`config.mk`:
```
export PLATFORM = sky130hd
export DESIGN_NAME = hazard_stall_unit
export DESIGN_NICKNAME = d
export VERILOG_FILES = /design/src/rtl/hazard_pkg.sv /design/src/rtl/hazard_match.sv /design/src/rtl/hazard_stall_unit.sv
export SDC_FILE = /design/constraint.sdc
export NUM_CORES = 1
export LEC_CHECK = 0
export CAP_MARGIN = 30
export CORE_ASPECT_RATIO = 0.7
export CORE_UTILIZATION = 35
export DETAILED_ROUTE_END_ITERATION = 8
export PLACE_DENSITY = 0.63
export SETUP_SLACK_MARGIN = 0.5
export SLEW_MARGIN = 10
export SYNTH_ARGS = -nofsm -noshare
export SYNTH_HDL_FRONTEND = slang
export SYNTH_SLANG_ARGS = --single-unit
```
`constraint.sdc`:
```
create_clock -name clk -period 3.1 [get_ports clk]
set_clock_uncertainty 0.05 [all_clocks]
set_input_delay 0.62 -clock clk [delete_from_list [all_inputs] [get_ports clk]]
set_output_delay 0.62 -clock clk [all_outputs]
set_load 0.01 [all_outputs]
```
`src/rtl/hazard_pkg.sv`:
```
// Shared types for the pipeline hazard/stall controller and the forwarding logic.
package hazard_pkg;

    localparam int ADDR_W_DEF = 5;

    typedef enum logic [1:0] {
        IDLE      = 2'd0,
        LOAD_WAIT = 2'd1,
        MDU_BUSY  = 2'd2,
        MDU_DONE  = 2'd3
    } hazard_state_e;

endpackage

```
`src/rtl/hazard_match.sv`:
```
// Register dependency compare: EX destination against the ID sources, gated by x0 and the used flags.
module hazard_match
    import hazard_pkg::*;
#(
    parameter int ADDR_W = ADDR_W_DEF
) (
    input  logic              en,
    input  logic [ADDR_W-1:0] rd,
    input  logic [ADDR_W-1:0] rs1,
    input  logic [ADDR_W-1:0] rs2,
    input  logic              rs1_used,
    input  logic              rs2_used,
    output logic              match
);

    logic rd_nz;

    always_comb begin
        rd_nz = (rd != '0);
        match = en && rd_nz && ((rs1_used && (rs1 == rd)) || (rs2_used && (rs2 == rd)));
    end

endmodule

```
`src/rtl/hazard_stall_unit.sv`:
```
// Load-use / MDU / branch hazard controller for the 5-stage pipeline, with a saturating stall counter.
//
// state     | meaning
// IDLE      | normal flow; branch > MDU > load-use evaluated combinationally
// LOAD_WAIT | extra load-use bubble cycles (LOAD_LAT > 1)
// MDU_BUSY  | multi-cycle MDU op holding EX
// MDU_DONE  | last MDU cycle; behaves as IDLE but ignores id_ex_mdu
module hazard_stall_unit
    import hazard_pkg::*;
#(
    parameter int ADDR_W   = ADDR_W_DEF,
    parameter int LOAD_LAT = 1,
    parameter int MDU_LAT  = 4,
    parameter int CNT_W    = 16
) (
    input  logic              clk,
    input  logic              rst_n,
    input  logic              id_ex_mem_read,
    input  logic [ADDR_W-1:0] id_ex_rd,
    input  logic [ADDR_W-1:0] if_id_rs1,
    input  logic [ADDR_W-1:0] if_id_rs2,
    input  logic              if_id_rs1_used,
    input  logic              if_id_rs2_used,
    input  logic              id_ex_mdu,
    input  logic              ex_branch_taken,
    output logic              pc_write,
    output logic              if_id_write,
    output logic              if_id_flush,
    output logic              id_ex_bubble,
    output logic              ex_hold,
    output logic              busy,
    output logic [CNT_W-1:0]  stall_cycles
);

    localparam int MAX_LAT = (LOAD_LAT > MDU_LAT) ? LOAD_LAT : MDU_LAT;
    localparam int CW      = $clog2(MAX_LAT + 1);
    localparam logic [CW-1:0] LOAD_INIT = CW'((LOAD_LAT > 1) ? LOAD_LAT - 1 : 0);
    localparam logic [CW-1:0] MDU_INIT  = CW'((MDU_LAT > 2) ? MDU_LAT - 2 : 0);
    localparam logic [CW-1:0] CNT_ONE   = CW'(1);

    hazard_state_e    state_q, state_d;
    logic [CW-1:0]    cnt_q, cnt_d;
    logic [CNT_W-1:0] stall_q, stall_d;
    logic             load_use;
    logic             mdu_go;

    hazard_match #(.ADDR_W(ADDR_W)) u_match (
        .en       (id_ex_mem_read),
        .rd       (id_ex_rd),
        .rs1      (if_id_rs1),
        .rs2      (if_id_rs2),
        .rs1_used (if_id_rs1_used),
        .rs2_used (if_id_rs2_used),
        .match    (load_use)
    );

    always_comb begin
        state_d      = state_q;
        cnt_d        = cnt_q;
        pc_write     = 1'b1;
        if_id_write  = 1'b1;
        if_id_flush  = 1'b0;
        id_ex_bubble = 1'b0;
        ex_hold      = 1'b0;
        // MDU_DONE must not re-launch the op still sitting in EX
        mdu_go       = (state_q == IDLE) && id_ex_mdu;

        case (state_q)
            LOAD_WAIT: begin
                pc_write     = 1'b0;
                if_id_write  = 1'b0;
                id_ex_bubble = 1'b1;
                cnt_d        = cnt_q - CNT_ONE;
                if (cnt_q == CNT_ONE) state_d = IDLE;
            end
            MDU_BUSY: begin
                pc_write    = 1'b0;
                if_id_write = 1'b0;
                ex_hold     = 1'b1;
                cnt_d       = cnt_q - CNT_ONE;
                if (cnt_q == CNT_ONE) state_d = MDU_DONE;
            end
            default: begin
                state_d = IDLE;
                if (ex_branch_taken) begin
                    if_id_flush  = 1'b1;
                    id_ex_bubble = 1'b1;
                end else if (mdu_go) begin
                    // a single-cycle MDU op still blocks the (illegal) concurrent load-use
                    if (MDU_LAT > 1) begin
                        pc_write    = 1'b0;
                        if_id_write = 1'b0;
                        ex_hold     = 1'b1;
                        if (MDU_LAT > 2) begin
                            state_d = MDU_BUSY;
                            cnt_d   = MDU_INIT;
                        end else begin
                            state_d = MDU_DONE;
                        end
                    end
                end else if (load_use) begin
                    pc_write     = 1'b0;
                    if_id_write  = 1'b0;
                    id_ex_bubble = 1'b1;
                    if (LOAD_LAT > 1) begin
                        state_d = LOAD_WAIT;
                        cnt_d   = LOAD_INIT;
                    end
                end
            end
        endcase

        stall_d = stall_q;
        if (!pc_write && (stall_q != '1)) stall_d = stall_q + 1'b1;
    end

    always_ff @(posedge clk) begin
        if (!rst_n) begin
            state_q <= IDLE;
            cnt_q   <= '0;
            stall_q <= '0;
        end else begin
            state_q <= state_d;
            cnt_q   <= cnt_d;
            stall_q <= stall_d;
        end
    end

    assign busy         = (state_q != IDLE);
    assign stall_cycles = stall_q;

endmodule

```
; ---- Word-level counts from Yosys, hierarchy flattened
; Cells that the tools add are included.
; W data, S select, Z words.
[word_totals]
inputBits = 22
regBits = 21
wordCells = 50
out_inout_bits = 22
[classes]
n_eq_ne = 9
muxes = 21
n_reduce_logical = 15
add_sub_neg = 2
[op_table]
columns = op, count
row1 = $add A16 B1 Y16 const B, 1
row2 = $ne A16 B16 Y1 const B, 1
row3 = $mux W1, 11
row4 = $eq A5 B5 Y1, 2
row5 = $mux W3, 3
row6 = $mux W2, 4
row7 = $logic_and A1 B1 Y1, 6
row8 = $ne A2 B2 Y1 const B, 3
row9 = $reduce_bool A5 Y1, 1
row10 = $pmux W1 S2, 2
row11 = $pmux W2 S2, 1
row12 = $reduce_and A2 Y1, 2
row13 = $reduce_bool A2 Y1, 2
row14 = $eq A3 B1 Y1 const B, 1
row15 = $sub A3 B1 Y3 const B, 1
row16 = $eq A2 B1 Y1 const B, 1
row17 = $eq A2 B2 Y1 const B, 1
row18 = $logic_not A2 Y1, 1
row19 = $reduce_or A2 Y1, 1
row20 = $logic_not A1 Y1, 1
row21 = $logic_or A1 B1 Y1, 1

; ---- Logic depth before layout (Yosys ltp)
[logic_depth]
ltp_word = 10
depth_mapped = 11
mapped_depth_nobuf = 9

; ---- Cells and area by module
; A second synthesis with hierarchy kept.
[hier_totals]
cells_unflattened = 159
area_unflattened_um2 = 1371.3
[by_module_without_submodules]
columns = module, instances, area_per_inst_um2, seq_area_each_um2, cells_each
row1 = hazard_stall_unit, 1, 1237.4, 420.4, 142
row2 = hazard_match, 1, 133.9, 0.0, 17

; ---- Worst setup path after synthesis
; No wires, ideal clock.
[synth_path]
path_type = input to output
from = in id_ex_rd[0]
to = out pc_write
arrival_time_ps = 2057
path_stages = 8
path_buffers = 3
t_required_ps = 2430
slack_ps = 373
cell_sequence = or4_1 > o21ai_0 > or2_2 > o21ai_2 > inv_2 > buf_6 > buf_2 > buf_4
[synth_between]
elab_chain_cells = 8
word_cells_on_any_way = 12
classes_between = 2 x eq/ne / 4 x mux / 6 x reduce/logical
[synth_rtl]
columns = item, line_no
row1 = start: declaration, hazard_stall_unit.sv:19  ; input logic [ADDR_W-1:0] id_ex_rd,
row2 = $eq A5 B5 Y1, hazard_match.sv:20  ; match = en && rd_nz && ((rs1_used && (rs1 == rd)) || (rs2_used && (rs2 == rd)));
row3 = $logic_and A1 B1 Y1, hazard_match.sv:20
row4 = $logic_or A1 B1 Y1, hazard_match.sv:20
row5 = $logic_and A1 B1 Y1 *, hazard_match.sv:20
row6 = $mux W1 * (4 in a row), n/a
row7 = end: declaration, hazard_stall_unit.sv:26  ; output logic pc_write,
; Mark *: on every way between the ends. The rest lies on a longest branch, timed or not.

; ---- Worst setup path in the final report
[layout_path]
from = in if_id_rs1[1]
to = out if_id_write
[layout_between]
elab_chain_cells = 8
[layout_rtl]
columns = item, line_no
row1 = start: declaration, hazard_stall_unit.sv:20  ; input logic [ADDR_W-1:0] if_id_rs1,
row2 = $eq A5 B5 Y1, hazard_match.sv:20
row3 = $logic_and A1 B1 Y1, hazard_match.sv:20
row4 = $logic_or A1 B1 Y1, hazard_match.sv:20
row5 = $logic_and A1 B1 Y1, hazard_match.sv:20
row6 = $mux W1, hazard_stall_unit.sv:101  ; end else if (load_use) begin
row7 = $mux W1, hazard_stall_unit.sv:88  ; end else if (mdu_go) begin
row8 = $mux W1, hazard_stall_unit.sv:85  ; if (ex_branch_taken) begin
row9 = $mux W1, hazard_stall_unit.sv:68  ; case (state_q)
row10 = end: declaration, hazard_stall_unit.sv:27  ; output logic if_id_write,
; Every way passes these cells.

==> results.py <==
metrics = {
    "power": {
        "combinationalPowerShare_pct": 22.4,
        "switching_share_pct": 27.3,
        "total_power_mw": 0.596,
        "vdd.ir_drop.worst_uv": 231,
        "intPower_mw": 0.434,
        "power.density_nw_per_um2": 314,
        "leakagePower_nw": 0.717,
        "p_switching_mw": 0.163,
        "clockPowerShare_pct": 30.3,
        "sequentialPowerShare_pct": 47.3,
    },
    "grt": {
        "overflow": 0,
        "grtUsageMet1_pct": 25.3,
        "first_global_vias": 1159,
        "groute.layer.met2.usage_pct": 27.5,
        "global_route.usage.met3_pct": 5.33,
        "grt_usage_pct": 18.0,
        "grt_most_used_layer": "met2",
        "grt_pass1_wl_mm": 5.35,
        "grt_antenna_before_repair": 0,
        "pin_count_of_the_biggest_net_entering_global_routing": 24,
    },
    "clocking": {
        "postCtsHoldBufs": 0,
        "ctsHtreeMaxLevel": 1,
        "numCtsBuffers": 3,
        "clock_latency_ps": 260,
        "clockRootBuffer": "sky130_fd_sc_hd__clkbuf_8",
        "clkSlewWorstSetupHoldPaths_ps": 70,
        "tritoncts_clock_tree": "yes",
        "clock_sinks": 21,
        "max-clock-path-buffers": 2,
    },
    "yosys": {
        "async_flop_share_pct": 0,
        "synth.net_count": 189,
        "synth_area_um2": 1310,
        "postSynthAreaPerCell_um2": 8.16,
        "synth_edf_count": 0,
        "synth.cells.most_frequent": "sky130_fd_sc_hd__dfxtp_1 (21), sky130_fd_sc_hd__nand2_1 (18), sky130_fd_sc_hd__a21oi_1 (12)",
        "yosys.cell_count.top_type": "sky130_fd_sc_hd__dfxtp_1",
        "synth.area.top_cells": "sky130_fd_sc_hd__dfxtp_1 (32%), sky130_fd_sc_hd__mux2i_1 (6.1%), sky130_fd_sc_hd__ha_1 (5.7%)",
        "yosysUniqueCellTypes": 36,
        "syn-instance-count": 161,
        "synth_largest_area_cell": "sky130_fd_sc_hd__dfxtp_1",
        "yosysWarningCount": 0,
        "synth.ff_latch_count": 21,
        "synth_top_area_share_pct": 32.0,
        "ys_seq_area_share_pct": 32.0,
        "synth_top_flop_cell": "sky130_fd_sc_hd__dfxtp_1",
    },
    "placement": {
        "place_area_um2": 1780,
        "numPortBuffers": 43,
        "post-dp-hpwl_mm": 2.42,
        "gp_routability_congestion": 0.807,
    },
    "critical_path": {
        "path_max_fanout": 4,
        "reg2reg_from": "state_q[1]",
        "timing.critical_path.arrival_ps": 1900,
        "regToRegSetupSlack_ps": 760,
        "r2r_cells": 9,
        "critical_path.startpoint_type": "input port",
        "worstPathRequired_ps": 2430,
        "ws_path_type": "in -> out",
        "regToRegEndpoint": "stall_cycles[10]",
        "timing.critical_path.to_type": "primary output",
    },
    "timing": {
        "timing.final.setup_violations": 0,
        "tightestPinTransition_ps": 569,
        "fmax_mhz": 389,
        "tns_ps": 0,
        "timing.hold.ws_ps": 439,
        "share_of_the_cycle_needed_by_the_critical_path_after_routing_pct": 82.8,
        "grt_setup_unrepaired": "false",
        "period_minus_slack_ps": 2570,
        "relSlewSlack_pct": 62.1,
        "final_hold_viol_count": 0,
        "final_max_slew_viol_count": 0,
    },
    "detailed_routing": {
        "detail_route.iter0.violations": 74,
        "vias_per_cell": 5.00,
        "drc": 0,
        "wl_mm": 3.36,
        "drtPass1Iterations": 4,
        "via_count": 1276,
        "remaining_number_of_nets_flagged_by_the_antenna_check_after_routing": 0,
        "routedWlPerCell_um": 13.2,
    },
    "floorplanning": {
        "num_rows": 18,
        "chipHeight_um": 53.3,
        "die_w_um": 75.2,
        "floorplan.initialDensity_pct": 36.9,
        "floorplan.core_area_um2": 3560,
        "design.portCount": 44,
        "die_area_um2": 4010,
    },
    "layout": {
        "drive_above_1_share_pct": 19.0,
        "layout.nets": 234,
        "syn2layout_area_growth_pct": 44.4,
        "postLayoutCellArea_um2": 1900,
        "number_of_inserted_diodes": 0,
    },
    "worst_hold_path": {
        "worstHoldPathCells": 2,
        "worstHoldPathType": "reg -> reg",
        "hold_end": "stall_cycles[5]",
        "worst_hold_launch": "stall_cycles[5]",
    },
    "status": {
        "status": "completed",
    },
    "flow_run": {
        "max_cap_violations": 0,
    },
}
## worst max path at each step
stage          slack [ps]               to             from  depth (start not counted)
2_1_floorplan         510         pc_write      id_ex_rd[0]                          8
3_3_place_gp         -180      if_id_write      id_ex_rd[3]                          7
3_5_place_dp         -210     id_ex_bubble      id_ex_rd[3]                          8
4_1_cts               500      if_id_flush  ex_branch_taken                          3
5_1_grt               500  stall_cycles[4]     if_id_rs2[3]                         10
6_report              530      if_id_write     if_id_rs1[1]                          8
## critical path, stage by stage
cell and delay, ps:
sky130_fd_sc_hd__buf_6 90, sky130_fd_sc_hd__xor2_2 170, sky130_fd_sc_hd__nor4_2 320, sky130_fd_sc_hd__a32oi_2 170
sky130_fd_sc_hd__buf_4 160, sky130_fd_sc_hd__o21ai_4 150, sky130_fd_sc_hd__inv_2 90, sky130_fd_sc_hd__buf_6 120
## what timing repair did
item | 4_1_cts | 5_1_grt
endpoints found under the setup margin | 17 | 14
hold endpoints to repair | 0 | 0
cloned | 0 | 0
setup buffers | 1 | 2
pin swaps | 8 | 10
gates resized for setup | 59 | 19
## cell usage in the layout, fill, tap and decap left out, types with 5 or more instances in the layout
master                            netlist  layout
sky130_fd_sc_hd__a21oi_1               12      12
sky130_fd_sc_hd__and3_1                 5       5
sky130_fd_sc_hd__buf_2                  3       6
sky130_fd_sc_hd__buf_4                  1       6
sky130_fd_sc_hd__buf_6                  1       5
sky130_fd_sc_hd__clkdlybuf4s50_1        0      23
sky130_fd_sc_hd__dfxtp_1               21      21
sky130_fd_sc_hd__ha_1                   6       5
sky130_fd_sc_hd__inv_1                  7       7
sky130_fd_sc_hd__mux2i_1                8       8
sky130_fd_sc_hd__nand2_1               18      18
sky130_fd_sc_hd__nand2b_1               6       6
sky130_fd_sc_hd__nand3_1                6       6
sky130_fd_sc_hd__nor2_1                 6       5
sky130_fd_sc_hd__nor4_1                 6       5
sky130_fd_sc_hd__o31ai_1                8       7
sky130_fd_sc_hd__or4_1                  8       7
sky130_fd_sc_hd__xor2_1                 8       6
## state kept, by name, summed over array words and instances, names as in the netlist
signal and flops:
cnt_q 3, state_q 2, stall_cycles 16
## per-layer routing
metal  vias up  wire (µm)
li1        672          -
met1       582       1640
met2        20       1570
met3         2        120
met4         0         21
met5         -          0
## power by group through the flow
stage               clock (mW)  combinational (mW)  sequential, mW
finish                   0.181               0.134           0.282
global route             0.199               0.147           0.283
CTS                      0.189               0.124           0.282
detailed placement           0               0.122           0.288
global placement             0               0.120           0.288
floorplan                    0              0.0637           0.288
## cell families after synthesis
| group | synth area share, % |
|---|---|
| mux | 6.10 |
| buf+inv | 6.29 |
| simple gates | 28.0 |
| compound gates | 15.2 |
| xor+xnor | 6.67 |
| flops | 32.0 |
| fa+ha+maj | 5.71 |
## through the flow
step	setup WS (ps)	util, %	std cells
finish	532	53.3	255
global route	501	53.3	255
CTS	495	51.8	253
detailed placement	-213	50.1	248
global placement	-181	50.1	248
floorplan	505	-	161
## area by class of cell
cell class / count / area [µm²]
inverter: 8 / 30.0
tap: 50 / 62.6
clock inverter: 1 / 5.00
sequential: 21 / 420
multi-input combinational: 122 / 891
timing repair buffer: 50 / 447
clock buffer: 3 / 41.3
fill: 359 / 1660
(Power assumes the default switching activity.)
